--- src/rtl/sgmii_pkg.sv ---
// ---------------------------------------------------------------------------
// sgmii_pkg
// Shared definitions for the SGMII transmit symbol sequencer:
//   - 8b10b code-group byte values (K codes are flagged separately by the
//     sequencer's sym_is_k output)
//   - the sequencer state enumeration
// ---------------------------------------------------------------------------
package sgmii_pkg;

  // Control (K) code groups
  localparam logic [7:0] K28_5 = 8'hBC;  // comma, starts /I/ and /C/ sets
  localparam logic [7:0] K27_7 = 8'hFB;  // /S/ start of packet
  localparam logic [7:0] K29_7 = 8'hFD;  // /T/ end of packet
  localparam logic [7:0] K23_7 = 8'hF7;  // /R/ carrier extend
  localparam logic [7:0] K30_7 = 8'hFE;  // /V/ error propagation

  // Data (D) code groups
  localparam logic [7:0] D16_2 = 8'h50;  // /I2/ second symbol, negative RD
  localparam logic [7:0] D5_6  = 8'hC5;  // /I1/ second symbol, positive RD
  localparam logic [7:0] D21_5 = 8'hB5;  // /C1/ second symbol
  localparam logic [7:0] D2_2  = 8'h42;  // /C2/ second symbol

  // Frame framing bytes
  localparam logic [7:0] PREAMBLE = 8'h55;
  localparam logic [7:0] SFD      = 8'hD5;

  typedef enum logic [3:0] {
    IDLE_K,  // K28.5 of an idle ordered set
    IDLE_D,  // D5.6 / D16.2 of an idle ordered set; arbitration point
    CFG,     // auto-negotiation /C1/ /C2/ ordered sets
    SOP,     // /S/
    PRE,     // preamble bytes
    SFD_ST,  // start-of-frame delimiter
    DATA,    // frame bytes from the source
    PAD,     // zero pad up to the minimum payload
    EPD_T,   // /T/
    EPD_R    // /R/, once or twice to restore even alignment
  } state_e;

endpackage

--- src/rtl/sgmii_tx_sequencer.sv ---
// ---------------------------------------------------------------------------
// sgmii_tx_sequencer
// Produces one 8b10b symbol per sgmii_clk_in cycle for the SGMII transmit
// encoder, arbitrating between idle ordered sets, auto-negotiation /C/
// ordered sets and Ethernet frames (wrapped with /S/, preamble, SFD, pad,
// /T/ and /R/).
//
// Ports
//   sgmii_clk_in  in   symbol clock
//   reset         in   synchronous, active-high
//   an_enable     in   send /C/ ordered sets instead of idle/frames
//   an_config     in   16-bit auto-negotiation config word
//   tx_disp       in   encoder running disparity (1 = positive)
//   frm_valid     in   frame byte available
//   frm_data      in   frame byte
//   frm_last      in   last byte of frame
//   frm_ready     out  byte accepted this cycle (with frm_valid)
//   sym_value     out  registered symbol byte
//   sym_is_k      out  registered K-code flag
//   frame_done    out  registered pulse aligned with /T/
//   underrun      out  registered pulse aligned with /V/ on source starvation
// ---------------------------------------------------------------------------
module sgmii_tx_sequencer
  import sgmii_pkg::*;
#(
  parameter int MIN_PAYLOAD  = 60,
  parameter int PREAMBLE_LEN = 7
) (
  input  logic        sgmii_clk_in,
  input  logic        reset,
  input  logic        an_enable,
  input  logic [15:0] an_config,
  input  logic        tx_disp,
  input  logic        frm_valid,
  input  logic [7:0]  frm_data,
  input  logic        frm_last,
  output logic        frm_ready,
  output logic [7:0]  sym_value,
  output logic        sym_is_k,
  output logic        frame_done,
  output logic        underrun
);

  localparam logic [16:0] MIN_CNT   = 17'(MIN_PAYLOAD);
  // /S/ takes the first preamble slot, so only PREAMBLE_LEN-1 0x55 bytes
  localparam logic [7:0]  PRE_SLOTS = 8'(PREAMBLE_LEN - 1);

  state_e      state_q, state_d;
  logic        pos_q;                 // slot parity, 0 = even
  logic [15:0] cnt_q, cnt_d;          // DATA + PAD byte count
  logic [7:0]  pre_q, pre_d;          // preamble bytes emitted
  logic [2:0]  cfg_idx_q, cfg_idx_d;  // position within the 8-symbol /C1//C2/ cycle
  logic [15:0] cfg_q, cfg_d;          // config word latched at each K28.5

  logic [7:0]  sel_value;
  logic        sel_is_k;
  logic        sel_done;
  logic        sel_underrun;

  logic [15:0] cnt_inc;
  logic [16:0] cnt_plus1;

  // Saturating increment; the 17-bit sum keeps the length compare exact.
  assign cnt_inc   = (cnt_q == 16'hFFFF) ? cnt_q : cnt_q + 16'd1;
  assign cnt_plus1 = {1'b0, cnt_q} + 17'd1;

  assign frm_ready = (state_q == DATA);

  always_comb begin
    // NOTE: every signal gets a default before the case so no path leaves
    // one unassigned, which would otherwise infer a latch.
    state_d      = state_q;
    cnt_d        = cnt_q;
    pre_d        = pre_q;
    cfg_idx_d    = cfg_idx_q;
    cfg_d        = cfg_q;
    sel_value    = D16_2;
    sel_is_k     = 1'b0;
    sel_done     = 1'b0;
    sel_underrun = 1'b0;

    case (state_q)
      IDLE_K: begin
        sel_value = K28_5;
        sel_is_k  = 1'b1;
        state_d   = IDLE_D;
      end

      IDLE_D: begin
        // Second idle symbol flips or keeps the running disparity as needed.
        sel_value = tx_disp ? D5_6 : D16_2;
        if (an_enable) begin
          state_d   = CFG;
          cfg_idx_d = 3'd0;
        end else if (frm_valid) begin
          state_d = SOP;
        end else begin
          state_d = IDLE_K;
        end
      end

      CFG: begin
        cfg_idx_d = cfg_idx_q + 3'd1;
        case (cfg_idx_q[1:0])
          2'd0: begin
            sel_value = K28_5;
            sel_is_k  = 1'b1;
            cfg_d     = an_config;
          end
          2'd1: sel_value = cfg_idx_q[2] ? D2_2 : D21_5;
          2'd2: sel_value = cfg_q[7:0];
          2'd3: begin
            sel_value = cfg_q[15:8];
            // Only a complete ordered set may be abandoned.
            if (!an_enable) state_d = IDLE_K;
          end
        endcase
      end

      SOP: begin
        sel_value = K27_7;
        sel_is_k  = 1'b1;
        cnt_d     = 16'd0;
        pre_d     = 8'd0;
        state_d   = (PRE_SLOTS != 8'd0) ? PRE : SFD_ST;
      end

      PRE: begin
        sel_value = PREAMBLE;
        pre_d     = pre_q + 8'd1;
        if (pre_q + 8'd1 >= PRE_SLOTS) state_d = SFD_ST;
      end

      SFD_ST: begin
        sel_value = SFD;
        state_d   = DATA;
      end

      DATA: begin
        if (frm_valid) begin
          sel_value = frm_data;
          cnt_d     = cnt_inc;
          if (frm_last) state_d = (cnt_plus1 < MIN_CNT) ? PAD : EPD_T;
        end else begin
          // Source starved mid-frame: poison the frame with /V/ and close it.
          sel_value    = K30_7;
          sel_is_k     = 1'b1;
          sel_underrun = 1'b1;
          state_d      = EPD_T;
        end
      end

      PAD: begin
        sel_value = 8'h00;
        cnt_d     = cnt_inc;
        if (cnt_plus1 >= MIN_CNT) state_d = EPD_T;
      end

      EPD_T: begin
        sel_value = K29_7;
        sel_is_k  = 1'b1;
        sel_done  = 1'b1;
        state_d   = EPD_R;
      end

      EPD_R: begin
        sel_value = K23_7;
        sel_is_k  = 1'b1;
        // An /R/ in an odd slot puts the next K28.5 on even; otherwise repeat.
        state_d   = pos_q ? IDLE_K : EPD_R;
      end

      default: state_d = IDLE_K;
    endcase
  end

  always_ff @(posedge sgmii_clk_in) begin
    // NOTE: registered state uses non-blocking assignments so every flop
    // samples pre-edge values regardless of statement order.
    if (reset) begin
      state_q    <= IDLE_K;
      pos_q      <= 1'b0;
      cnt_q      <= 16'd0;
      pre_q      <= 8'd0;
      cfg_idx_q  <= 3'd0;
      cfg_q      <= 16'd0;
      sym_value  <= D16_2;
      sym_is_k   <= 1'b0;
      frame_done <= 1'b0;
      underrun   <= 1'b0;
    end else begin
      state_q    <= state_d;
      pos_q      <= ~pos_q;
      cnt_q      <= cnt_d;
      pre_q      <= pre_d;
      cfg_idx_q  <= cfg_idx_d;
      cfg_q      <= cfg_d;
      sym_value  <= sel_value;
      sym_is_k   <= sel_is_k;
      frame_done <= sel_done;
      underrun   <= sel_underrun;
    end
  end

endmodule

--- config.mk ---
export PLATFORM = sky130hd
export DESIGN_NAME = sgmii_tx_sequencer
export DESIGN_NICKNAME = d
export VERILOG_FILES = /design/src/rtl/sgmii_pkg.sv /design/src/rtl/sgmii_tx_sequencer.sv
export SDC_FILE = /design/constraint.sdc
export NUM_CORES = 1
export LEC_CHECK = 0
export ABC_AREA = 1
export CAP_MARGIN = 15
export CORE_UTILIZATION = 30
export CTS_CLUSTER_DIAMETER = 80
export DETAILED_ROUTE_END_ITERATION = 10
export PLACE_DENSITY = 0.57
export SETUP_SLACK_MARGIN = 0.1
export SYNTH_ARGS = -nofsm -noshare
export SYNTH_HDL_FRONTEND = slang
export SYNTH_SLANG_ARGS = --single-unit
export TNS_END_PERCENT = 5
--- constraint.sdc ---
create_clock -name sgmii_clk_in -period 1.8 [get_ports sgmii_clk_in]
set_input_delay 0.27 -clock sgmii_clk_in [delete_from_list [all_inputs] [get_ports sgmii_clk_in]]
set_output_delay 0.27 -clock sgmii_clk_in [all_outputs]
set_load 0.005 [all_outputs]
Yosys cells after proc, flatten, opt, wreduce, memory -nomap -nowiden
Index checks and enable logic that the tools add are counted.
{"block": "classes", "n_bitwise": 2, "eq_ne": 20, "reduce_logical": 11, "muxes": 26, "n_addsub": 4, "order_cmp": 3}
{"cell": "case mux 8 bit (10 select lines)", "n": 1}
{"cell": "case mux 16 bit (3 select lines)", "n": 1}
{"cell": "case mux 4 bit (10 select lines)", "n": 1}
{"cell": "2-to-1 mux 16 bit", "n": 2}
{"cell": "2-to-1 mux 4 bit", "n": 8}
{"cell": "case mux 8 bit (4 select lines)", "n": 1}
{"cell": "2-to-1 mux 8 bit", "n": 3}
{"cell": "adder 16 x 1 -> 17 bit (second input constant)", "n": 1}
{"cell": "greater-or-equal comparator 17 x 6 -> 1 bit (second input constant)", "n": 1}
{"cell": "< comparator 17 x 6 -> 1 bit (second input constant)", "n": 1}
{"cell": "adder 16 x 1 -> 16 bit (second input constant)", "n": 1}
{"cell": "equality test 16 bit (second input constant)", "n": 1}
{"cell": "equality test 4 x 3 -> 1 bit (second input constant)", "n": 4}
{"cell": "case mux 8 bit (2 select lines)", "n": 1}
{"cell": "!= test 2 bit (second input constant)", "n": 6}
{"cell": "adder 8 x 1 -> 8 bit (second input constant)", "n": 1}
{"cell": "equality test 4 x 2 -> 1 bit (second input constant)", "n": 2}
{"cell": "equality test 4 bit (second input constant)", "n": 2}
{"cell": "greater-or-equal comparator 8 x 3 -> 1 bit (second input constant)", "n": 1}
{"cell": "case mux 3 bit (2 select lines)", "n": 1}
{"cell": "AND reduction 2 bit", "n": 3}
{"cell": "AND reduction 5 bit", "n": 1}
{"cell": "equality test 2 bit (second input constant)", "n": 2}
{"cell": "equality test 4 x 1 -> 1 bit (second input constant)", "n": 1}
{"cell": "other kinds (14)", "n": 19}
{"block": "totals", "register_bits": 59, "input_bits": 30}

Longest topological paths before layout
Gate-level depths: netlist (run 1).
{"block": "depth", "depth_word": 6, "mapped_depth": 14, "mapped_depth_nobuf": 14}

Least setup slack after synthesis (run 1)
No wires, ideal clock.
{"block": "synth_path", "path_type": "reg2reg", "startpoint": "register cnt_q[1]", "endpoint": "register cnt_q[12]", "arrival_ns": 1.608, "setup_ns": 0.132, "slack_ns": 0.060, "t_required_ns": 1.668, "n_path_buf": 1, "stages_incl_launch_ff": 14, "cell_sequence": "dfxtp_1 ha_1 nand2_2 nor2_4 nand3_2 nor2_2 nand2_1 nand2_1 inv_1 nand2_1 inv_1 buf_2 nand2_1 a21oi_2"}
{"block": "synth_via", "elab_chain_cells": 4, "elab_cells_between_ends": 5, "cone_classes": "1 x add/sub; 1 x eq/ne; 3 x mux"}
{"element": "from (decl)", "line": "sgmii_tx_sequencer.sv:50", "text": "logic [15:0] cnt_q, cnt_d;"}
{"element": "from (signal assigned)", "line": "sgmii_tx_sequencer.sv:194", "text": "cnt_q <= cnt_d;"}
{"element": "adder 16 x 1 -> 16 bit or equality test 16 bit (tied branches)", "line": "sgmii_tx_sequencer.sv:64", "text": "assign cnt_inc = (cnt_q == 16'hFFFF) ? cnt_q : cnt_q + 16'd1;"}
{"element": "2-to-1 mux 16 bit (*)", "line": "sgmii_tx_sequencer.sv:64"}
{"element": "2-to-1 mux 16 bit", "line": "sgmii_tx_sequencer.sv:140", "text": "if (frm_valid) begin"}
{"element": "case mux 16 bit (3 select lines) (*)", "line": "sgmii_tx_sequencer.sv:82", "text": "case (state_q)"}
Mark *: on every way between the ends. The rest lies on a longest branch, timed or not. The select of a mux whose other input is x is not followed.
A chain may end at the register's enable or synchronous reset.

Final worst setup path (run 1)
{"block": "layout_path", "startpoint": "register cnt_q[0]", "endpoint": "register state_q[2]"}
{"block": "layout_via", "elab_chain_cells": 6, "elab_cells_between_ends": 9, "cone_classes": "1 x add/sub; 2 x order compare; 1 x eq/ne; 4 x mux; 1 x reduce/logical"}
{"element": "adder 16 x 1 -> 17 bit (*)", "line": "sgmii_tx_sequencer.sv:65", "text": "assign cnt_plus1 = {1'b0, cnt_q} + 17'd1;"}
{"element": "< comparator 17 x 6 -> 1 bit", "line": "sgmii_tx_sequencer.sv:143", "text": "if (frm_last) state_d = (cnt_plus1 < MIN_CNT) ? PAD : EPD_T;"}
{"element": "2-to-1 mux 4 bit (2 in series)", "line": "sgmii_tx_sequencer.sv:143"}
{"element": "2-to-1 mux 4 bit", "line": "sgmii_tx_sequencer.sv:140"}
{"element": "case mux 4 bit (10 select lines)", "line": "sgmii_tx_sequencer.sv:82"}
{"element": "to (signal assigned)", "line": "sgmii_tx_sequencer.sv:192", "text": "state_q <= state_d;"}
{"element": "to (decl)", "line": "sgmii_tx_sequencer.sv:48", "text": "state_e state_q, state_d;"}
Marked as above.

==> results.yml, run 1 <==
floorplan:
  io_pins: 42
  die_y_um: 108
  die-area_sq_um: 11700
  coreArea_sq_um: 10900
  rows: 38
  die_x_um: 108
  start_util_pct: 30.9
drt:
  dr_total_vias: 3525
  wl_per_cell_um: 12.4
  drt-vias-per-instance: 4.74
  drt_first_pass_iters: 4
  wl_um: 9230
  antenna_left: 0
  drt_iter0_drc: 124
  drc: 0
finish:
  stdcell_area_sq_um: 4550
  fin_nets: 638
  syn_to_final_growth_pct: 35.1
  fin_util_pct: 41.8
  final_common_cell: "nand2_1"
  antenna_cells: 0
  post_route_cells_drive_above_1_share_pct: 20.1
  final_cell_mix: "nand2_1, inv_1, dfxtp_1"
clocking:
  cts_root_buffer: "clkbuf_8"
  ctsLongestPathBuffers: 2
  path_clk_slew_ns: 0.07
  h-tree-depth: 3
  cts_tree: "done"
  clk_latency_ns: 0.34
  cts_made_buffers: 9
  cts_sinks: 59
pwr:
  ir_drop_v: 0.000459
  pwr_density_cell_nw_per_um2: 731
  pwr-share-clk_pct: 31.9
  intPower_mw: 2.31
  seq_power_share_pct: 44.3
  switchingPower_mw: 1.01
  power_mw: 3.33
  switching_share_pct: 30.5
  p_leak_nw: 1.83
  share_comb_of_total_power_pct: 23.8
global_routing:
  grt_pass1_wl_um: 15200
  gr-usage-met3_pct: 2.65
  grt_pass1_vias: 3371
  met2_usage_pct: 27.4
  grt_usage_pct: 16.6
  gr-usage-met1_pct: 21.3
  grt-ovfl-total: 0
  top_usage_layer: "met2"
  antenna_found_initial: 0
  grt_max_degree: 45
sta:
  worst_slew_pin_slew_ns: 0.430
  setup_viol: 0
  setup_slack_ns: 0.0177
  fin_crit_ns: 1.78
  clock_skew_ns: 0.00732
  fin_crit_sh_pct: 99.0
  rsz0062_at_grt: "true"
  fmax_mhz: 561
  drv_slew: 0
  finalSetupTns_ns: 0
  finalHoldViolCount: 0
  slew_headroom_pct: 71.0
synth:
  syn_inst: 520
  synth_area_sq_um: 3370
  yosys-top-cells-area: "dfxtp_1, nand2_1, inv_1, a21oi_1, nand3_1"
  synth_top_area_cell: "dfxtp_1"
  synth_nets: 559
  seq_area_frac_synth_pct: 35.1
  ys_ff_latch: 59
  synth_cell_type_count: 37
  synth.top_cell.area_share_pct: 35.1
  yosysWarnings: 0
  synth_area_per_cell_sq_um: 6.48
critical_path:
  cp-start-kind: "flop"
  crit-reg2reg-launch: "cnt_q[0]"
  setup.worst_path.start: "cnt_q[0]"
  cp_max_fo: 8
  worstSetupPathType: "flop to flop"
  crit_chain: "ha_4 -> nand2_2 -> nor2_4 -> nand2_2 -> nand2_1 -> nand2_2 -> nor2_2 -> nand3_2 -> nor2_4 -> nand3_2 -> nand2_1 -> nand2_1 -> a21oi_2"
  crit_required_ns: 2.07
  cp_data_arrival_time_ns: 2.06
  critical-path-max-stage-delay_ns: 0.35
  timing.critical_path.to: "state_q[2]"
  worst-r2r-cell-count: 13
  crit_path_end_kind: "flop"
  slowest_stage: "dfxtp_2"
  r2r_slack_ns: 0.02
  worstReg2RegEnd: "state_q[2]"
placed_design:
  place_hpwl_um: 6900
  dpl_cell_area_sq_um: 4200
  dpl_worst_slack_ns: -0.0699
  io_buffers: 41
  gp_congestion: 0.856
outcome:
  status: "complete, no violations"
min_path:
  min_path_type: "flop to flop"
flow_run:
  cap_violations: 0
repair_timing:
| item | CTS | global route |
|---|---|---|
| setup endpoints to repair | 20 | 28 |
| pin swaps | 2 | 20 |
| gates resized for setup | 8 | 43 |
| hold buffers | 0 | 0 |
| buffers inserted | 2 | 2 |
cell usage after synthesis (all sizes together):
| master | instances |
|---|---|
| nor2 | 61 |
| nand3 | 43 |
| ha | 9 |
| o21ai | 26 |
| nor3 | 2 |
| xnor2 | 2 |
| o22ai | 3 |
| a31oi | 2 |
| nand3b | 1 |
| o211ai | 1 |
| a2111oi | 1 |
| o21a | 1 |
| o31ai | 1 |
| a21oi | 51 |
| buf | 6 |
| a211oi | 1 |
| o2111a | 1 |
| a221oi | 1 |
| nand2 | 155 |
| inv | 65 |
| dfxtp | 59 |
| o21bai | 1 |
| xor2 | 3 |
| nand4 | 12 |
| or2 | 2 |
| a41oi | 1 |
| clkbuf | 8 |
| nor4 | 1 |
layer usage:
metal  vias to the layer above  routed length, um
met4                         0                135
met5                         -                  0
met3                        10                439
met2                        70               4290
li1                       1836                  -
met1                      1609               4370
power by group through the flow:
stage	logic, mW	clock network (mW)	registers, mW
after global routing	0.889	1.14	1.48
after detailed placement	0.753	0	1.50
final	0.793	1.06	1.47
after floorplan	0.393	0	1.49
after CTS	0.762	1.09	1.47
after global placement	0.751	0	1.49
worst min-delay path by stage:
| stage | startpoint | end | slack [ns] | depth (start not counted) |
|---|---|---|---|---|
| final | pos_q | pos_q | 0.45 | 1 |
| after global routing | pos_q | pos_q | 0.48 | 1 |
| after CTS | pos_q | pos_q | 0.44 | 1 |
| after detailed placement | pos_q | pos_q | 0.43 | 1 |
| after global placement | pos_q | pos_q | 0.43 | 1 |
| after floorplan | an_enable | cfg_idx_q[2] | 0.36 | 1 |
sequential cells by signal, indices dropped and copies added (netlist names):
| register | flops |
|---|---|
| frame_done | 1 |
| cnt_q | 16 |
| state_q | 4 |
| sym_value | 8 |
| cfg_q | 16 |
| underrun | 1 |
| pos_q | 1 |
| cfg_idx_q | 3 |
| sym_is_k | 1 |
| pre_q | 8 |
area by class of cell:
class	count	area, sq um
fillers	1144	6340
flip-flops and latches	59	1190
multi-input cells	382	2010
clock buffers	10	138
inverters	65	248
well taps	140	175
repair buffers	82	762
clock inverters	5	30.0
kinds of logic (layout without fill, tap and decap cells):
group                    Yosys count  count (layout)  synth area share, %
XOR/XNOR                           5               5                 1.30
flip-flops                        59              59                 35.1
AO/OA/AOI/OAI                     91              91                 15.2
AND/OR/NAND/NOR                  277             277                 35.8
buffers and inverters             79             162                 9.32
adder cells (fa/ha/maj)            9               9                 3.34
worst max-delay path: cells and delay by family (launching register included):
family,cells,cell delay [ns]
flops,1,0.35
simple gates,11,1.12
fa+ha+maj,1,0.14
compound gates,1,0.12
metrics by stage:
| stage | std cells | hold WS (ns) |
|---|---|---|
| 3_5_place_dp | 724 | 0.428 |
| 6_report | 743 | 0.446 |
| 3_3_place_gp | 724 | 0.426 |
| 4_1_cts | 741 | 0.444 |
| 2_1_floorplan | 520 | 0.359 |
| 5_1_grt | 743 | 0.476 |
No activity file was read; power rests on OpenSTA's default activity.
==> run 2: changes to the inputs <==
--- a/config.mk
+++ b/config.mk
@@ -10,7 +10,8 @@
 export CORE_UTILIZATION = 30
 export CTS_CLUSTER_DIAMETER = 80
 export DETAILED_ROUTE_END_ITERATION = 10
-export PLACE_DENSITY = 0.57
+export GPL_TIMING_DRIVEN = 0
+export PLACE_DENSITY = 0.55
 export SETUP_SLACK_MARGIN = 0.1
 export SYNTH_ARGS = -nofsm -noshare
 export SYNTH_HDL_FRONTEND = slang
==> constraint.sdc (replaced) <==
create_clock -name sgmii_clk_in -period 1.9 [get_ports sgmii_clk_in]
set_input_delay 0.285 -clock sgmii_clk_in [delete_from_list [all_inputs] [get_ports sgmii_clk_in]]
set_output_delay 0.285 -clock sgmii_clk_in [all_outputs]
set_load 0.005 [all_outputs]
==> results.yml, run 2 (synthesis gave the netlist of run 1 again) <==
outcome:
  status: "complete, no violations"
min_path:
  min_path_type: "flop to flop"
sta:
  worst_slew_pin_slew_ns: 0.690
  drv_slew: 0
  fin_crit_ns: 1.84
  slew_headroom_pct: 54.0
  fmax_mhz: 543
  holdWs_ns: 0.422
  fin_crit_sh_pct: 96.9
  rsz0062_at_grt: "true"
  clock_skew_ns: 0.0135
  setup_viol: 0
  finalHoldViolCount: 0
  finalSetupTns_ns: 0
critical_path:
  cp_max_fo: 7
  worstSetupPathType: "flop to flop"
  crit_required_ns: 2.15
  cp_data_arrival_time_ns: 2.10
  cp-start-kind: "flop"
  crit_path_end_kind: "flop"
clocking:
  h-tree-depth: 3
  cts_tree: "done"
  cts_root_buffer: "clkbuf_8"
  cts_made_buffers: 9
  cts_sinks: 59
  clk_latency_ns: 0.34
  ctsLongestPathBuffers: 2
  path_clk_slew_ns: 0.07
placed_design:
  io_buffers: 40
  gp_congestion: 0.893
  place_hpwl_um: 6770
finish:
  register_area_sq_um: 1200
  reg_top3: "cfg_q: 16 flops, cnt_q: 16 flops"
  final_cell_mix: "nand2_1, inv_1, dfxtp_1"
  syn_to_final_growth_pct: 31.4
  final_common_cell: "nand2_1"
  post_route_cells_drive_above_1_share_pct: 17.7
  fillers: 1148
  antenna_cells: 0
  multi_input_area_sq_um: 2040
  fin_nets: 615
global_routing:
  grt_pass1_vias: 3256
  grt-ovfl-total: 0
  grt_max_degree: 11
  antenna_found_initial: 0
  grt_pass1_wl_um: 15000
  grt_usage_pct: 16.4
pwr:
  power_mw: 3.43
  pwr_density_cell_nw_per_um2: 775
  p_leak_nw: 1.71
  ir_drop_v: 0.000360
drt:
  drt_iter0_drc: 177
  antenna_left: 0
  dr_total_vias: 3490
  drt_first_pass_iters: 5
  wl_per_cell_um: 12.8
  wl_um: 9260
  drt-vias-per-instance: 4.84
  drc: 0
floorplan:
  die_x_um: 108
  die_y_um: 108
  io_pins: 42
  coreArea_sq_um: 10900
  rows: 38
  die-area_sq_um: 11700
  start_util_pct: 30.9
flow_run:
  cap_violations: 0
## run 2: cell type report
cell class,count,area share [%]
Buffer,14,1.98
Multi-Input combinational cell,382,46.2
Inverter,65,5.62
Clock inverter,4,1.64
Tap cell,140,3.96
Timing Repair Buffer,45,10.0
Clock buffer,12,3.50
Sequential cell,59,27.1
## run 2: metal layers
| layer | track usage [%] | share of wire (%) | vias to the layer above |
|---|---|---|---|
| met5 | 0 | 0 | - |
| met4 | 6.56 | 1.6 | 0 |
| met3 | 2.53 | 3.6 | 14 |
| met1 | 21.4 | 48 | 1617 |
| li1 | - | - | 1790 |
| met2 | 27.1 | 47 | 69 |
## run 2: stage by stage
stage | util [%] | instances | worst slack (ns) | area, sq um
2_1_floorplan | - | 520 | 0.160 | 3370
3_3_place_gp | 36.2 | 700 | -0.276 | 3950
3_5_place_dp | 36.2 | 700 | -0.286 | 3950
4_1_cts | 39.3 | 720 | 0.00563 | 4280
5_1_grt | 40.7 | 721 | -0.0563 | 4430
6_report | 40.7 | 721 | 0.0586 | 4430
## run 2: worst paths after layout
path                  from         end  slack [ns]  cells after the start
setup / recovery  cnt_q[7]  state_q[1]        0.06                     12
hold / removal       pos_q       pos_q        0.42                      1
setup reg to reg  cnt_q[7]  state_q[1]        0.06                     12
hold reg to reg      pos_q       pos_q        0.42                      1
## run 2: power by group
| group | internal [mW] | leakage, nW | switching (mW) |
|---|---|---|---|
| sequential | 1.34 | 0.485 | 0.0530 |
| clock | 0.809 | 0.113 | 0.538 |
| combinational | 0.296 | 1.12 | 0.394 |
| total | 2.44 | 1.71 | 0.985 |
## run 2: timing repair
| action | 4_1_cts | 5_1_grt |
|---|---|---|
| hold buffers | 0 | 0 |
| gates resized for setup | 27 | 53 |
| buffers inserted | 4 | 1 |
| endpoints found under the setup margin | 33 | 55 |
| cloned | 0 | 0 |
| pin swaps | 8 | 22 |
## run 2: critical path, cell delays in order, from the launching register on
cell and delay (ns):
dfxtp_1 0.43, nand2_1 0.15, nor2_4 0.20, nand2_2 0.09, nand2_1 0.09, nand2_2 0.06
nor2_2 0.11, nand3_2 0.09, nor2_4 0.15, nand2_1 0.10, nand2_2 0.09, nand2_1 0.05
a21oi_1 0.15
==> run 3: changes to the inputs <==
--- a/config.mk
+++ b/config.mk
@@ -8,6 +8,7 @@
 export ABC_AREA = 1
 export CAP_MARGIN = 15
 export CORE_UTILIZATION = 30
+export CTS_BUF_LIST = sky130_fd_sc_hd__clkbuf_4
 export CTS_CLUSTER_DIAMETER = 80
 export DETAILED_ROUTE_END_ITERATION = 10
 export GPL_TIMING_DRIVEN = 0
==> constraint.sdc (replaced) <==
create_clock -name sgmii_clk_in -period 1.7 [get_ports sgmii_clk_in]
set_input_delay 0.255 -clock sgmii_clk_in [delete_from_list [all_inputs] [get_ports sgmii_clk_in]]
set_output_delay 0.255 -clock sgmii_clk_in [all_outputs]
set_load 0.005 [all_outputs]
==> results.yml, run 3 (synthesis gave the netlist of run 1 again) <==
min_path:
  min_path_type: "primary input to flop"
clocking:
  cts_made_buffers: 9
  cts_sinks: 59
  h-tree-depth: 3
  clk_latency_ns: 0.41
  path_clk_slew_ns: 0.10
  ctsLongestPathBuffers: 2
  cts_tree: "done"
  cts_root_buffer: "clkbuf_4"
  hold_buffers: 0
floorplan:
  die_x_um: 108
  start_util_pct: 30.9
  rows: 38
  die_y_um: 108
  coreArea_sq_um: 10900
  io_pins: 42
  die-area_sq_um: 11700
critical_path:
  path_buf_inv: 1
  cp_data_arrival_time_ns: 2.14
  crit_top_cell: "nand2_1"
  critical-path-max-stage-delay_ns: 0.38
  slowest_stage: "dfxtp_4"
  cp-start-kind: "flop"
  crit_required_ns: 1.97
  worstSetupPathType: "flop to flop"
  crit_path_end_kind: "flop"
  cp_max_fo: 5
  critPathTopFamily: "simple AND/OR/NAND/NOR gates"
  crit_chain: "ha_4 -> nand2_4 -> nor2_4 -> buf_12 -> nand4_1 -> nand2_1 -> nand2_1 -> nor2_1 -> nand2_1 -> nor2_2 -> nor2_4 -> nand2_2 -> a21oi_2"
sta:
  slew_headroom_pct: 60.7
  setup_viol: 20
  setup_slack_ns: -0.170
  drv_slew: 0
  finalSetupTns_ns: -1.57
  rsz0062_at_grt: "true"
  finalHoldViolCount: 0
  fmax_mhz: 535
  fin_crit_ns: 1.87
  fin_crit_sh_pct: 110
  clock_skew_ns: 0.0190
  worst_slew_pin_slew_ns: 0.589
finish:
  antenna_cells: 0
  post_route_cells_drive_above_1_share_pct: 21.8
  fillers: 1136
  syn_to_final_growth_pct: 34.5
  final_common_cell: "nand2_1"
  reg_top3: "cfg_q: 16 flops, cnt_q: 16 flops"
  fin_nets: 631
  final_cell_mix: "nand2_1, inv_1, a21oi_1"
drt:
  drc: 0
  wl_per_cell_um: 13.3
  antenna_left: 0
  dr_total_vias: 3546
  drt-vias-per-instance: 4.81
  drt_first_pass_iters: 4
  wl_um: 9780
  drt_iter0_drc: 124
placed_design:
  place_hpwl_um: 6930
  io_buffers: 40
  gp_congestion: 0.864
global_routing:
  grt_usage_pct: 17.5
  grt-ovfl-total: 0
  grt_max_degree: 12
  antenna_found_initial: 0
  grt_pass1_vias: 3468
  grt_pass1_wl_um: 16000
pwr:
  power_mw: 3.55
  ir_drop_v: 0.000387
  pwr_density_cell_nw_per_um2: 783
  p_leak_nw: 1.81
outcome:
  status: "complete, but fails checks"
  violations: "negative setup slack"
flow_run:
  cap_violations: 0
## run 3: cell count changes in the layout (fill, tap and decap cells not counted), sizes merged
cell / previous run / this run
buf: 11 / 28
clkbuf: 20 / 17
clkinv: 1 / 3
dlygate4sd2: 1 / 0
inv: 65 / 66
## run 3: metal layers
layer  wire length [um]  GRT usage [%]
met4                235           9.00
met3                326           2.95
met1               4610           22.3
met2               4610           28.4
met5                  0              0
## run 3: what timing repair did
| action | CTS | global route |
|---|---|---|
| pin swaps | 16 | 20 |
| endpoints found under the hold margin | 0 | 0 |
| cloned | 1 | 0 |
| resized for setup | 49 | 39 |
| endpoints found under the setup margin | 57 | 53 |
| buffers inserted | 16 | 4 |
## run 3: final timing paths
check             startpoint    endpoint  slack (ns)  cells past startpoint
hold reg to reg        pos_q       pos_q        0.42                      1
setup / recovery    cnt_q[0]  state_q[2]       -0.17                     13
setup reg to reg    cnt_q[0]  state_q[2]       -0.17                     13
hold / removal         reset    cnt_q[0]        0.29                      2
## run 3: cell type report
| cell class | instances | area, sq um | share of cell area (%) |
|---|---|---|---|
| plain buffers | 14 | 96.3 | 2.13 |
| clock buffers | 9 | 67.6 | 1.49 |
| clock inverters | 7 | 91.3 | 2.01 |
| inverters | 65 | 244 | 5.38 |
| multi-input cells | 382 | 2050 | 45.3 |
| flip-flops and latches | 59 | 1220 | 26.9 |
| well taps | 140 | 175 | 3.86 |
| repair buffers | 61 | 589 | 13.0 |
## run 3: power breakdown
group	internal, mW	switching [mW]
logic	0.373	0.467
registers	1.49	0.0635
clock network	0.592	0.561
## run 3: stage by stage
| step | instances | worst slack [ns] | hold WS (ns) | util (%) | area, sq um |
|---|---|---|---|---|---|
| global placement | 700 | -0.389 | 0.408 | 36.6 | 3980 |
| global route | 737 | -0.298 | 0.293 | 41.6 | 4530 |
| detailed placement | 700 | -0.360 | 0.408 | 36.6 | 3980 |
| floorplan | 520 | 0.0662 | 0.344 | - | 3410 |
| CTS | 733 | -0.160 | 0.255 | 40.5 | 4410 |
| finish | 737 | -0.170 | 0.291 | 41.6 | 4530 |
